--- src/rtl/system_ram_arbiter.sv ---
// system_ram_arbiter: two-master (instruction fetch m0, data m1) arbiter and sequencer in
// front of the single SystemRam port. Each access takes IDLE -> ACCESS -> DONE.
// Defining SYSTEM_RAM_ARBITER_STATS_EN adds saturating grant/conflict counters.
module system_ram_arbiter #(
   parameter int unsigned ADDR_WIDTH     = 28,
   parameter int unsigned DATA_WIDTH     = 32,
   parameter bit          FIXED_PRIORITY = 1'b0
) (
   input  logic                      clk,
   input  logic                      reset,
   input  logic [ADDR_WIDTH-1:0]     m0_address,
   input  logic                      m0_read,
   input  logic                      m0_write,
   input  logic [DATA_WIDTH-1:0]     m0_writedata,
   input  logic [DATA_WIDTH/8-1:0]   m0_byteenable,
   output logic [DATA_WIDTH-1:0]     m0_readdata,
   output logic                      m0_waitrequest,
   input  logic [ADDR_WIDTH-1:0]     m1_address,
   input  logic                      m1_read,
   input  logic                      m1_write,
   input  logic [DATA_WIDTH-1:0]     m1_writedata,
   input  logic [DATA_WIDTH/8-1:0]   m1_byteenable,
   output logic [DATA_WIDTH-1:0]     m1_readdata,
   output logic                      m1_waitrequest,
   output logic [ADDR_WIDTH-1:0]     ram_address,
   output logic                      ram_read,
   output logic                      ram_write,
   output logic [DATA_WIDTH-1:0]     ram_writedata,
   output logic [DATA_WIDTH/8-1:0]   ram_byteenable,
   input  logic [DATA_WIDTH-1:0]     ram_readdata
`ifdef SYSTEM_RAM_ARBITER_STATS_EN
   ,
   output logic [31:0]               m0_grant_count,
   output logic [31:0]               m1_grant_count,
   output logic [31:0]               conflict_count
`endif
);

   typedef enum logic [1:0] {StIdle, StAccess, StDone} state_t;

   state_t state_q;
   logic   grant_q;   // master owning the current access (1 = m1)
   logic   last_q;    // master granted by the previous completed access (1 = m1)
   logic   req0;
   logic   req1;
   logic   pick1;

   // Request decode and arbitration winner for the current IDLE cycle
   always_comb begin
      req0 = m0_read | m0_write;
      req1 = m1_read | m1_write;
      if (req0 && req1) begin
         pick1 = FIXED_PRIORITY ? 1'b0 : ~last_q;
      end else begin
         pick1 = req1;
      end
   end

   // Access sequencer: latch winner into the RAM port, strobe for one cycle, then complete
   always_ff @(posedge clk or posedge reset) begin
      if (reset) begin
         state_q        <= StIdle;
         grant_q        <= 1'b0;
         last_q         <= 1'b1;
         ram_address    <= '0;
         ram_read       <= 1'b0;
         ram_write      <= 1'b0;
         ram_writedata  <= '0;
         ram_byteenable <= '0;
         m0_readdata    <= '0;
         m1_readdata    <= '0;
         m0_waitrequest <= 1'b1;
         m1_waitrequest <= 1'b1;
      end else begin
         unique case (state_q)
            StIdle: begin
               if (req0 || req1) begin
                  grant_q        <= pick1;
                  ram_address    <= pick1 ? m1_address    : m0_address;
                  ram_writedata  <= pick1 ? m1_writedata  : m0_writedata;
                  ram_byteenable <= pick1 ? m1_byteenable : m0_byteenable;
                  // Read with write asserted is treated as a plain write
                  ram_write      <= pick1 ? m1_write : m0_write;
                  ram_read       <= pick1 ? (m1_read & ~m1_write) : (m0_read & ~m0_write);
                  state_q        <= StAccess;
               end
            end
            StAccess: begin
               // RAM data is only valid while ram_read is held, so capture at this edge
               if (ram_read) begin
                  if (grant_q) begin
                     m1_readdata <= ram_readdata;
                  end else begin
                     m0_readdata <= ram_readdata;
                  end
               end
               ram_read  <= 1'b0;
               ram_write <= 1'b0;
               if (grant_q) begin
                  m1_waitrequest <= 1'b0;
               end else begin
                  m0_waitrequest <= 1'b0;
               end
               state_q <= StDone;
            end
            StDone: begin
               m0_waitrequest <= 1'b1;
               m1_waitrequest <= 1'b1;
               last_q         <= grant_q;
               state_q        <= StIdle;
            end
            default: begin
               state_q <= StIdle;
            end
         endcase
      end
   end

`ifdef SYSTEM_RAM_ARBITER_STATS_EN
   // Saturating usage counters: grants counted on completion, conflicts per contended IDLE cycle
   always_ff @(posedge clk or posedge reset) begin
      if (reset) begin
         m0_grant_count <= '0;
         m1_grant_count <= '0;
         conflict_count <= '0;
      end else begin
         if (state_q == StDone && !grant_q && m0_grant_count != 32'hFFFF_FFFF) begin
            m0_grant_count <= m0_grant_count + 32'd1;
         end
         if (state_q == StDone && grant_q && m1_grant_count != 32'hFFFF_FFFF) begin
            m1_grant_count <= m1_grant_count + 32'd1;
         end
         if (state_q == StIdle && req0 && req1 && conflict_count != 32'hFFFF_FFFF) begin
            conflict_count <= conflict_count + 32'd1;
         end
      end
   end
`endif

endmodule
--- config.mk ---
export PLATFORM = sky130hd
export DESIGN_NAME = system_ram_arbiter
export DESIGN_NICKNAME = d
export VERILOG_FILES = /design/src/rtl/system_ram_arbiter.sv
export SDC_FILE = /design/constraint.sdc
export NUM_CORES = 1
export LEC_CHECK = 0
export ABC_AREA = 0
export CAP_MARGIN = 5
export CORE_MARGIN = 1.5
export CORE_UTILIZATION = 40
export DETAILED_ROUTE_END_ITERATION = 8
export PLACE_DENSITY = 0.92
export SYNTH_ARGS = -nofsm -noshare
export SYNTH_HDL_FRONTEND = slang
export SYNTH_SLANG_ARGS = --single-unit
--- constraint.sdc ---
create_clock -name clk -period 6.1 [get_ports clk]
set_input_delay 1.22 -clock clk [delete_from_list [all_inputs] [get_ports clk]]
set_output_delay 1.22 -clock clk [all_outputs]
set_load 0.01 [all_outputs]
### Word-level counts from Yosys, hierarchy flattened

Index checks and enable logic that the tools add are counted.

| cells by class | value |
|---|---|
| mux-type cells | 16 |
| equal/unequal tests | 5 |
| bitwise operators | 8 |
| reduce and logical (&&, ||, !) cells | 11 |

Operators with widths:

| kind | count |
|---|---|
| 32-bit 2-to-1 mux | 1 |
| 28-bit 2-to-1 mux | 1 |
| 1-bit one-hot mux with 2 select lines | 4 |
| 2-bit AND reduction | 4 |
| 1-bit 2-to-1 mux | 7 |
| 2-bit != test (second input constant) | 3 |
| 3-bit AND reduction | 2 |
| 4-bit 2-to-1 mux | 1 |
| 1-bit inverter | 4 |
| 2-bit one-hot mux with 2 select lines | 1 |
| 2-bit nonzero test | 2 |
| 1-bit bitwise AND | 2 |
| 2-bit by 1-bit == test with 1-bit output (second input constant) | 1 |
| 2-bit == test (second input constant) | 1 |
| 2-bit logical NOT | 1 |
| 2-bit 2-to-1 mux | 1 |
| 1-bit OR | 2 |
| 1-bit logical AND | 1 |
| 1-bit logical OR | 1 |

| word-level totals | value |
|---|---|
| register bits after elaboration | 136 |

### Depth between registers and ports, before layout

Gate-level depths: netlist of the first run.

| logic depth | value |
|---|---|
| depth in word-level cells | 6 |
| gate-level depth with buffers | 7 |

### Worst setup path before layout of the first run

OpenSTA, ideal clock, no wires.

| path | value |
|---|---|
| path kind | input to register |
| start point | input port m0_write |
| end point | register ram_address[0] |
| data required time | 5.978 ns |
| slack | 3.890 ns |
| arrival time | 2.088 ns |
| library setup time | 0.122 ns |
| cell stages on the path | 6 |
| buffers on the path | 2 |
| cells stage by stage | nor2_1 a211o_1 buf_2 buf_2 a21oi_1 a21oi_1 |

| between the ends | value |
|---|---|
| cells in the longest elaborated chain, start to end | 4 |
| elaborated cells between the ends (all ways) | 6 |
| those cells by class | mux: 2; bitwise: 1; reduce/logical: 3 |

RTL lines:

| item | line | text |
|---|---|---|
| start: declaration | 13 | `input logic m0_write,` |
| 1-bit OR * | 50 | `req0 = m0_read \| m0_write;` |
| 1-bit logical AND | 52 | `if (req0 && req1) begin` |
| 1-bit 2-to-1 mux | 52 |  |
| 28-bit 2-to-1 mux | 79 | `ram_address <= pick1 ? m1_address : m0_address;` |
| end signal: assignment | 79 |  |
| end: declaration | 25 | `output logic [ADDR_WIDTH-1:0] ram_address,` |

Mark *: on every way between the ends. The rest lies on a longest branch, timed or not.
A chain may end at the register's enable or synchronous reset.

### Worst setup path in the final report of the first run

| path | value |
|---|---|
| start point | input port m0_write |
| end point | register ram_writedata[27] |

| between the ends | value |
|---|---|
| cells in the longest elaborated chain, start to end | 4 |
| elaborated cells between the ends (all ways) | 6 |
| those cells by class | mux: 2; bitwise: 1; reduce/logical: 3 |

RTL lines:

| item | line | text |
|---|---|---|
| 1-bit OR * | 50 |  |
| 1-bit logical AND | 52 |  |
| 1-bit 2-to-1 mux | 52 |  |
| 32-bit 2-to-1 mux | 80 | `ram_writedata <= pick1 ? m1_writedata : m0_writedata;` |
| end signal: assignment | 80 |  |
| end: declaration | 28 | `output logic [DATA_WIDTH-1:0] ram_writedata,` |

Marks and branches as above.

==> flow_metrics.env, run 1 <==
export IMPL_outcome="finished clean"
export IMPL_drive_above_1_share_pct=13.5
export IMPL_r2r_start="state_q[0]$_DFFE_PP0P_"
export IMPL_clockPowerShare_pct=21.1
export IMPL_ys_async_sr_fraction_pct=100
export IMPL_layout_nets=978
export IMPL_crit_path_max_fanout=67
export IMPL_cts_setup_buffers=0
export IMPL_min_from="m1_readdata[5]$_DFFE_PP0P_"
export IMPL_numPortBuffers=297
export IMPL_fin_tns_setup_ns=0
export IMPL_syn2layout_area_growth_pct=62.8
export IMPL_antenna_cells=0
export IMPL_peakVddDrop_uv=270
export IMPL_power_density_nw_per_um2=542
export IMPL_cts_resized=0
export IMPL_synth_distinct_cells=26
export IMPL_maxSlewHeadroom_pct=20.9
export IMPL_cp_required_ns=6.42
export IMPL_max_cap_violations=0
export IMPL_postCtsHoldBufs=0
export IMPL_synth_edf_count=0
export IMPL_period_needed_ns=3.02
export IMPL_ios=298
export IMPL_crit_start="m0_write"
export IMPL_skew_ns=0.00919
export IMPL_drt_iter0_drc=212
export IMPL_cts_root_buffer="clkbuf_16"
export IMPL_overflow=0
export IMPL_wl_per_cell_microns=17.5
export IMPL_finalSetupViolations=0
export IMPL_clock_sinks=136
export IMPL_syn_num_nets=691
export IMPL_syn_cell_area_sq_um=5780
export IMPL_slew_viol_final=0
export IMPL_drc=0
export IMPL_worstHoldEndpoint="m1_readdata[5]$_DFFE_PP0P_"
export IMPL_ant_nets=0
export IMPL_fp_dieH_microns=123
export IMPL_ff2ff_path_depth=4
export IMPL_die_area_sq_um=15200
export IMPL_hold_path_class="reg -> reg"
export IMPL_clk_latency_ns=0.42
export IMPL_power_internal_mw=3.37
export IMPL_clk_pin_slew_ns=0.06
export IMPL_yosysSeqAreaShare_pct=58.9
export IMPL_wl_met2_mm=8.79
export IMPL_holdPathStages=1
export IMPL_clk_path_buf_depth=2
export IMPL_grt_setup_unrepaired="false"
export IMPL_whs_ns=0.505
export IMPL_grt_max_degree=89
export IMPL_endpoint_kind="flip-flop"
export IMPL_drt_pass1_iterations=4
export IMPL_worstMarginPinSlew_ns=1.19
export IMPL_crit_type="in -> reg"
export IMPL_grtUsageTotal_pct=23.7
export IMPL_hold_violations=0
export IMPL_yosys_register_bits=136
export IMPL_worst_ep_arrival_time_ns=3.34
export IMPL_synth_cells=525
export IMPL_startpoint_type="input port"
export IMPL_wl_mm=17.6
export IMPL_syn_avg_cell_area_sq_um=11.0
export IMPL_antenna_found_initial=0
export IMPL_layout_commonest_cell="clkdlybuf4s50_1"
export IMPL_pwr_share_comb_pct=46.5
export IMPL_top_layer="met4"
export IMPL_place_congestion=0.823
export IMPL_grt_pass1_vias=5327
export IMPL_vias_per_cell=5.05
export IMPL_fmax_ghz=0.331
export IMPL_ys_flop_type="dfrtp_1"
export IMPL_p_switching_mw=1.73
export IMPL_reg2reg_to="ram_writedata[27]$_DFFE_PP0P_"
export IMPL_start_util_pct=41.4
export IMPL_rows=43
export IMPL_cts_buffers_inserted=17
export IMPL_final_cell_mix="clkdlybuf4s50_1, dfrtp_1, a21oi_1"
export IMPL_htree_levels=4
export IMPL_wl_met3_mm=1.83
export IMPL_sequentialPowerShare_pct=32.4
export IMPL_reg2reg_slack_ns=4.04
export IMPL_via_count=5064
export IMPL_core_area_sq_um=14000
export IMPL_grt_pass1_wl_mm=27.4
export IMPL_hpwl_mm=12.3
export IMPL_power_static_leakage_nw=3.93
export IMPL_ys_warn_count=0
export IMPL_cts_tree="yes"
export IMPL_drt_met1_wl_mm=6.54
export IMPL_p_sw_share_pct=33.8
export IMPL_post_route_period_util_pct=49.5
export IMPL_die_x_microns=123
-- per-layer routing --
metal  GRT usage (%)  vias up
met3            9.27       29
met2            41.3      243
met5               0        -
met1            26.1     2440
li1                -     2352
met4            9.05        0
-- synth_stat cells (2+ instances only) --
master | number | area, sq um
o21ai_0 | 5 | 25.0
clkbuf_1 | 8 | 30.0
dfstp_2 | 3 | 78.8
a21oi_1 | 132 | 661
inv_1 | 3 | 11.3
nand3_1 | 3 | 15.0
buf_4 | 2 | 15.0
nand2_1 | 66 | 248
o31ai_1 | 2 | 15.0
buf_12 | 3 | 60.1
dfrtp_1 | 133 | 3330
mux2_2 | 34 | 383
buf_6 | 4 | 45.0
nor2_1 | 69 | 259
inv_2 | 3 | 11.3
mux2_4 | 30 | 450
buf_2 | 16 | 80.1
-- kinds of logic (layout without fill, tap and decap cells) --
logic type / after synthesis / in the layout / synth area share, %
buf+inv: 40 / 338 / 4.43
flops: 136 / 136 / 58.9
mux: 64 / 64 / 14.4
compound gates: 143 / 143 / 12.7
simple gates: 142 / 142 / 9.56
-- sequential cells by signal, summed over array words and instances, names as in the netlist --
name	count
grant_q	1
last_q	1
m0_readdata	32
m0_waitrequest	1
m1_readdata	32
m1_waitrequest	1
ram_address	28
ram_byteenable	4
ram_read	1
ram_write	1
ram_writedata	32
state_q	2
-- stage by stage --
stage	setup WS [ns]	cells	cell area (sq um)	power (mW)	utilization, %
3_5_place_dp	2.65	973	8800	4.04	62.9
6_report	3.08	1003	9420	5.10	67.3
3_3_place_gp	2.73	973	8800	3.94	62.9
5_1_grt	2.84	1003	9420	5.42	67.3
2_1_floorplan	1.25	525	5780	2.80	-
4_1_cts	3.09	1003	9420	5.14	67.3
-- layout make-up --
cell class              instances  area, sq um
well taps                     180          225
repair buffers                302         3010
inverters                       6         27.5
fillers                      1000         4570
flip-flops and latches        136         3410
multi-input cells             349         2130
clock inverters                11          174
clock buffers                  19          443
-- how the worst max path moves through the flow --
stage / to / slack [ns] / cells past startpoint
5_1_grt: ram_writedata[27]$_DFFE_PP0P_ / 2.84 / 6
6_report: ram_writedata[27]$_DFFE_PP0P_ / 3.08 / 6
3_5_place_dp: ram_writedata[25]$_DFFE_PP0P_ / 2.65 / 6
3_3_place_gp: grant_q$_DFFE_PP0P_ / 2.73 / 5
4_1_cts: ram_writedata[25]$_DFFE_PP0P_ / 3.09 / 6
2_1_floorplan: grant_q$_DFFE_PP0P_ / 1.25 / 1
-- critical path: stages --
cell and delay, ns:
clkdlybuf4s50_1 0.55, nor2_1 0.07, a211o_2 0.35, inv_2 0.84
nor2_1 0.07, a21oi_1 0.19
-- power groups by stage --
stage / Sequential, mW / Clock, mW / Combinational [mW]
after floorplan: 1.83 / 0 / 0.968
after global placement: 1.63 / 0 / 2.32
after detailed placement: 1.65 / 0 / 2.38
after CTS: 1.65 / 1.09 / 2.40
after global routing: 1.70 / 1.14 / 2.58
final: 1.65 / 1.08 / 2.37
Power figures use the tool's default switching activity.
==> run 2, diff against run 1 <==
clock period = 3.1 ns   (was 6.1 ns; I/O delays follow)
==> flow_metrics.env, run 2 (synthesis results as in run 1) <==
export IMPL_power_static_leakage_nw=3.98
export IMPL_sequentialPowerShare_pct=32.2
export IMPL_cpPeakStageDelay_ns=0.57
export IMPL_overflow=0
export IMPL_power_density_nw_per_um2=1060
export IMPL_hold_violations=0
export IMPL_finalSetupViolations=0
export IMPL_clk_pin_slew_ns=0.06
export IMPL_reg_top3="m0_readdata: 32 flops, m1_readdata: 32 flops, ram_writedata: 32 flops"
export IMPL_clock_sinks=136
export IMPL_cts_tree="yes"
export IMPL_hpwl_mm=12.9
export IMPL_grtUsageMet1_pct=26.9
export IMPL_worstMarginPinSlew_ns=0.775
export IMPL_via_count=5110
export IMPL_grt_pass1_wl_mm=27.1
export IMPL_n_fill_cell=1036
export IMPL_htree_levels=4
export IMPL_grt_max_degree=67
export IMPL_fin_tns_setup_ns=0
export IMPL_die_x_microns=123
export IMPL_grt_pass1_vias=5150
export IMPL_max_cap_violations=0
export IMPL_crit_buf_inv=1
export IMPL_cts_buffers_inserted=17
export IMPL_cp_required_ns=2.48
export IMPL_maxSlewHeadroom_pct=48.1
export IMPL_period_needed_ns=2.14
export IMPL_hold_path_class="in -> async"
export IMPL_drc=0
export IMPL_pwr_share_comb_pct=47.5
export IMPL_clk_latency_ns=0.41
export IMPL_endpoint_kind="output pin"
export IMPL_fp_dieH_microns=123
export IMPL_top_usage_layer="met2"
export IMPL_postCtsHoldBufs=0
export IMPL_worstPathCellList="clkdlybuf4s50_1"
export IMPL_die_area_sq_um=15200
export IMPL_gr_usage_met3_pct=8.16
export IMPL_final_cell_mix="clkdlybuf4s50_1, dfrtp_1, a21oi_1"
export IMPL_antenna_cells=0
export IMPL_core_area_sq_um=14000
export IMPL_wl_mm=17.7
export IMPL_post_route_period_util_pct=69.0
export IMPL_drt_pass1_iterations=4
export IMPL_slew_viol_final=0
export IMPL_p_sw_share_pct=34.1
export IMPL_antenna_found_initial=0
export IMPL_place_congestion=0.831
export IMPL_layout_nets=983
export IMPL_skew_ns=0.0107
export IMPL_crit_slowest_cell="clkdlybuf4s50_1"
export IMPL_syn2layout_area_growth_pct=64.7
export IMPL_crit_type="reg -> out"
export IMPL_clk_path_buf_depth=2
export IMPL_grtUsageTotal_pct=23.7
export IMPL_p_switching_mw=3.43
export IMPL_wl_per_cell_microns=17.6
export IMPL_grt_setup_unrepaired="false"
export IMPL_drt_iter0_drc=224
export IMPL_fmax_ghz=0.468
export IMPL_start_util_pct=41.4
export IMPL_peakVddDrop_uv=601
export IMPL_worst_ep_arrival_time_ns=1.52
export IMPL_rows=43
export IMPL_ios=298
export IMPL_power_internal_mw=6.65
export IMPL_vias_per_cell=5.06
export IMPL_crit_path_max_fanout=3
export IMPL_cts_root_buffer="clkbuf_16"
export IMPL_dpl_cell_count=978
export IMPL_startpoint_type="flip-flop"
export IMPL_instances_no_fill=1010
export IMPL_numPortBuffers=297
export IMPL_cts_resized=0
export IMPL_clockPowerShare_pct=20.3
export IMPL_place_ws_ns=0.633
export IMPL_ant_nets=0
export IMPL_setup_slack_ns=0.962
export IMPL_outcome="finished clean"
export IMPL_drive_above_1_share_pct=14.2
export IMPL_layout_commonest_cell="clkdlybuf4s50_1"
export IMPL_critPathTopFamily="buffers and inverters"
export IMPL_cts_setup_buffers=0
export IMPL_grt_use_met2_pct=41.8
==> run 2: cell count changes in the layout (fill, tap and decap cells not counted), sizes merged <==
cell,previous run,this run
bufinv,4,3
clkinv,3,7
clkbuf,19,18
buf,5,10
==> run 2: cell type report <==
class | instances | area (sq um) | area share (%)
clock buffer | 18 | 429 | 4.50
clock inverter | 14 | 173 | 1.81
inverter | 6 | 26.3 | 0.276
multi-input combinational | 349 | 2130 | 22.4
sequential | 136 | 3410 | 35.8
tap | 180 | 225 | 2.36
timing repair buffer | 307 | 3140 | 32.9
==> run 2: power by group through the flow <==
stage                     combinational, mW  sequential (mW)  clock [mW]
after floorplan                        1.91             3.60           0
final                                  4.79             3.25        2.05
after CTS                              4.83             3.25        2.08
after detailed placement               4.80             3.26           0
after global placement                 4.68             3.20           0
after global routing                   5.18             3.35        2.17
==> run 2: path summary, 6_finish.rpt <==
check	endpoint	cells after the start	slack (ns)	start
max	m0_waitrequest	1	0.96	m0_waitrequest$_DFFE_PP1P_
max in group asynchronous	last_q$_DFFE_PP1P_	3	1.90	reset
min	ram_writedata[29]$_DFFE_PP0P_	2	0.48	reset
min in group clk	m1_readdata[5]$_DFFE_PP0P_	1	0.50	m1_readdata[5]$_DFFE_PP0P_
min reg2reg	m1_readdata[5]$_DFFE_PP0P_	1	0.50	m1_readdata[5]$_DFFE_PP0P_
max reg2reg	m0_readdata[22]$_DFFE_PP0P_	5	1.21	state_q[1]$_DFFE_PP0P_
==> run 2: routing by layer <==
| metal | part of all wire, % | up-vias |
|---|---|---|
| met5 | 0 | - |
| met4 | 1.8 | 0 |
| met3 | 8.8 | 28 |
| met2 | 52 | 276 |
| met1 | 38 | 2439 |
| li1 | - | 2367 |
==> run 2: stage by stage <==
stage               cell area [sq um]  power, mW  utilization, %  hold slack (ns)
CTS                              9530       10.2            68.1            0.459
finish                           9530       10.1            68.1            0.477
global route                     9530       10.7            68.1            0.478
global placement                 8920       7.87            63.8            0.483
floorplan                        5790       5.50               -            0.488
detailed placement               8920       8.06            63.8            0.492
==> run 3, diff against run 2 <==
CORE_UTILIZATION = 36   (was 40)
PLACE_DENSITY = 0.88   (was 0.92)
clock period = 1.9 ns   (was 3.1 ns; I/O delays follow)
==> flow_metrics.env, run 3 (synthesis results as in run 1) <==
export IMPL_antenna_cells=0
export IMPL_cts_buffers_inserted=17
export IMPL_syn2layout_area_growth_pct=67.6
export IMPL_fin_tns_setup_ns=0
export IMPL_drt_iter0_drc=290
export IMPL_drive_above_1_share_pct=15.8
export IMPL_worstPathCellList="clkdlybuf4s50_1"
export IMPL_post_route_period_util_pct=95.5
export IMPL_outcome="finished clean"
export IMPL_htree_levels=4
export IMPL_cpPeakStageDelay_ns=0.61
export IMPL_peakVddDrop_uv=964
export IMPL_r2r_start="state_q[1]$_DFFE_PP0P_"
export IMPL_layout_nets=997
export IMPL_crit_start="ram_read$_DFFE_PP0P_"
export IMPL_endpoint_kind="output pin"
export IMPL_overflow=0
export IMPL_drt_pass1_iterations=4
export IMPL_crit_buf_inv=1
export IMPL_instances_no_fill=1060
export IMPL_layout_commonest_cell="clkdlybuf4s50_1"
export IMPL_via_count=5082
export IMPL_critPathTopFamily="buffers and inverters"
export IMPL_dpl_cell_count=1028
export IMPL_vias_per_cell=4.79
export IMPL_worst_ep_arrival_time_ns=1.44
export IMPL_place_congestion=0.766
export IMPL_clk_path_buf_depth=2
export IMPL_grt_pass1_vias=5005
export IMPL_cts_root_buffer="clkbuf_16"
export IMPL_startpoint_type="flip-flop"
export IMPL_period_needed_ns=1.82
export IMPL_postCtsHoldBufs=0
export IMPL_wl_per_cell_microns=16.4
export IMPL_crit_path_max_fanout=4
export IMPL_max_cap_violations=0
export IMPL_hpwl_mm=12.8
export IMPL_power_density_nw_per_um2=1690
export IMPL_grtUsageTotal_pct=20.6
export IMPL_grt_setup_unrepaired="false"
export IMPL_fmax_ghz=0.551
export IMPL_fp_dieH_microns=130
export IMPL_clk_latency_ns=0.42
export IMPL_skew_ns=0.00683
export IMPL_cts_tree="yes"
export IMPL_reg_top3="m0_readdata: 32 flops, m1_readdata: 32 flops, ram_writedata: 32 flops"
export IMPL_finalSetupViolations=0
export IMPL_grt_pass1_wl_mm=26.5
export IMPL_hold_violations=0
export IMPL_numPortBuffers=297
export IMPL_maxSlewHeadroom_pct=68.2
export IMPL_die_x_microns=130
export IMPL_start_util_pct=36.7
export IMPL_antenna_found_initial=0
export IMPL_clock_sinks=136
export IMPL_ant_nets=0
export IMPL_cp_required_ns=1.52
export IMPL_drc=0
export IMPL_hold_path_class="in -> async"
export IMPL_crit_slowest_cell="clkdlybuf4s50_1"
export IMPL_final_cell_mix="clkdlybuf4s50_1, dfrtp_1, a21oi_1"
export IMPL_worstMarginPinSlew_ns=0.477
export IMPL_wl_mm=17.4
export IMPL_grt_max_degree=83
export IMPL_crit_type="reg -> out"
export IMPL_core_area_sq_um=15800
export IMPL_ios=298
export IMPL_slew_viol_final=0
export IMPL_clk_pin_slew_ns=0.06
export IMPL_rows=46
export IMPL_die_area_sq_um=16800
export IMPL_power_static_leakage_nw=4.05
run 3: changes by cell type in the layout (fill, tap and decap cells not counted), sizes merged:
cell,previous run,this run
dlygate4sd2,0,2
clkdlybuf4s50,297,295
buf,10,24
clkinvlp,3,6
inv,7,6
bufinv,3,2
clkinv,7,6
run 3: repair_timing:
action,in CTS,in global routing
gates resized for setup,2,0
endpoints found under the setup margin,2,0
setup buffers,0,0
run 3: worst paths after layout:
kind,end,slack (ns),depth (start not counted)
worst max-delay path,ram_read,0.08,1
worst min-delay path,m1_readdata[14]$_DFFE_PP0P_,0.42,3
worst max register to register,m0_readdata[15]$_DFFE_PP0P_,0.20,6
worst min register to register,m1_readdata[20]$_DFFE_PP0P_,0.50,1
max in group asynchronous,m1_waitrequest$_DFFE_PP1P_,1.03,3
min in group clk,ram_address[27]$_DFFE_PP0P_,0.50,3
run 3: layout make-up:
type | count | area, sq um
multi-input cells | 349 | 2140
repair buffers | 321 | 3280
inverters | 6 | 26.3
clock buffers | 18 | 429
flip-flops and latches | 136 | 3410
well taps | 216 | 270
clock inverters | 14 | 151
fillers | 1259 | 6070
run 3: per-stage QoR:
| stage | utilization, % | total power, mW | setup WS [ns] | area [sq um] | hold WS (ns) |
|---|---|---|---|---|---|
| after floorplan | - | 8.98 | -0.171 | 5790 | 0.488 |
| after global placement | 57.8 | 13.0 | -0.0566 | 9120 | 0.483 |
| after detailed placement | 57.8 | 13.3 | -0.148 | 9120 | 0.487 |
| after CTS | 61.5 | 16.6 | 0.0570 | 9700 | 0.423 |
| after global routing | 61.5 | 17.4 | 0.0398 | 9700 | 0.446 |
| final | 61.5 | 16.4 | 0.0849 | 9700 | 0.422 |
run 3: power breakdown:
group          internal [mW]  total [mW]  switching (mW)  leakage, nW
logic                   4.48        7.93            3.45         2.20
registers               4.41        5.25           0.838         1.58
clock network           1.94        3.25            1.31        0.268
run 3: metal layers:
metal	part of all wire, %	vias to the layer above	track usage, %
met2	50	221	34.4
met4	2.0	0	8.10
met1	40	2431	24.6
met3	8.5	23	6.97
met5	0	-	0
li1	-	2407	-
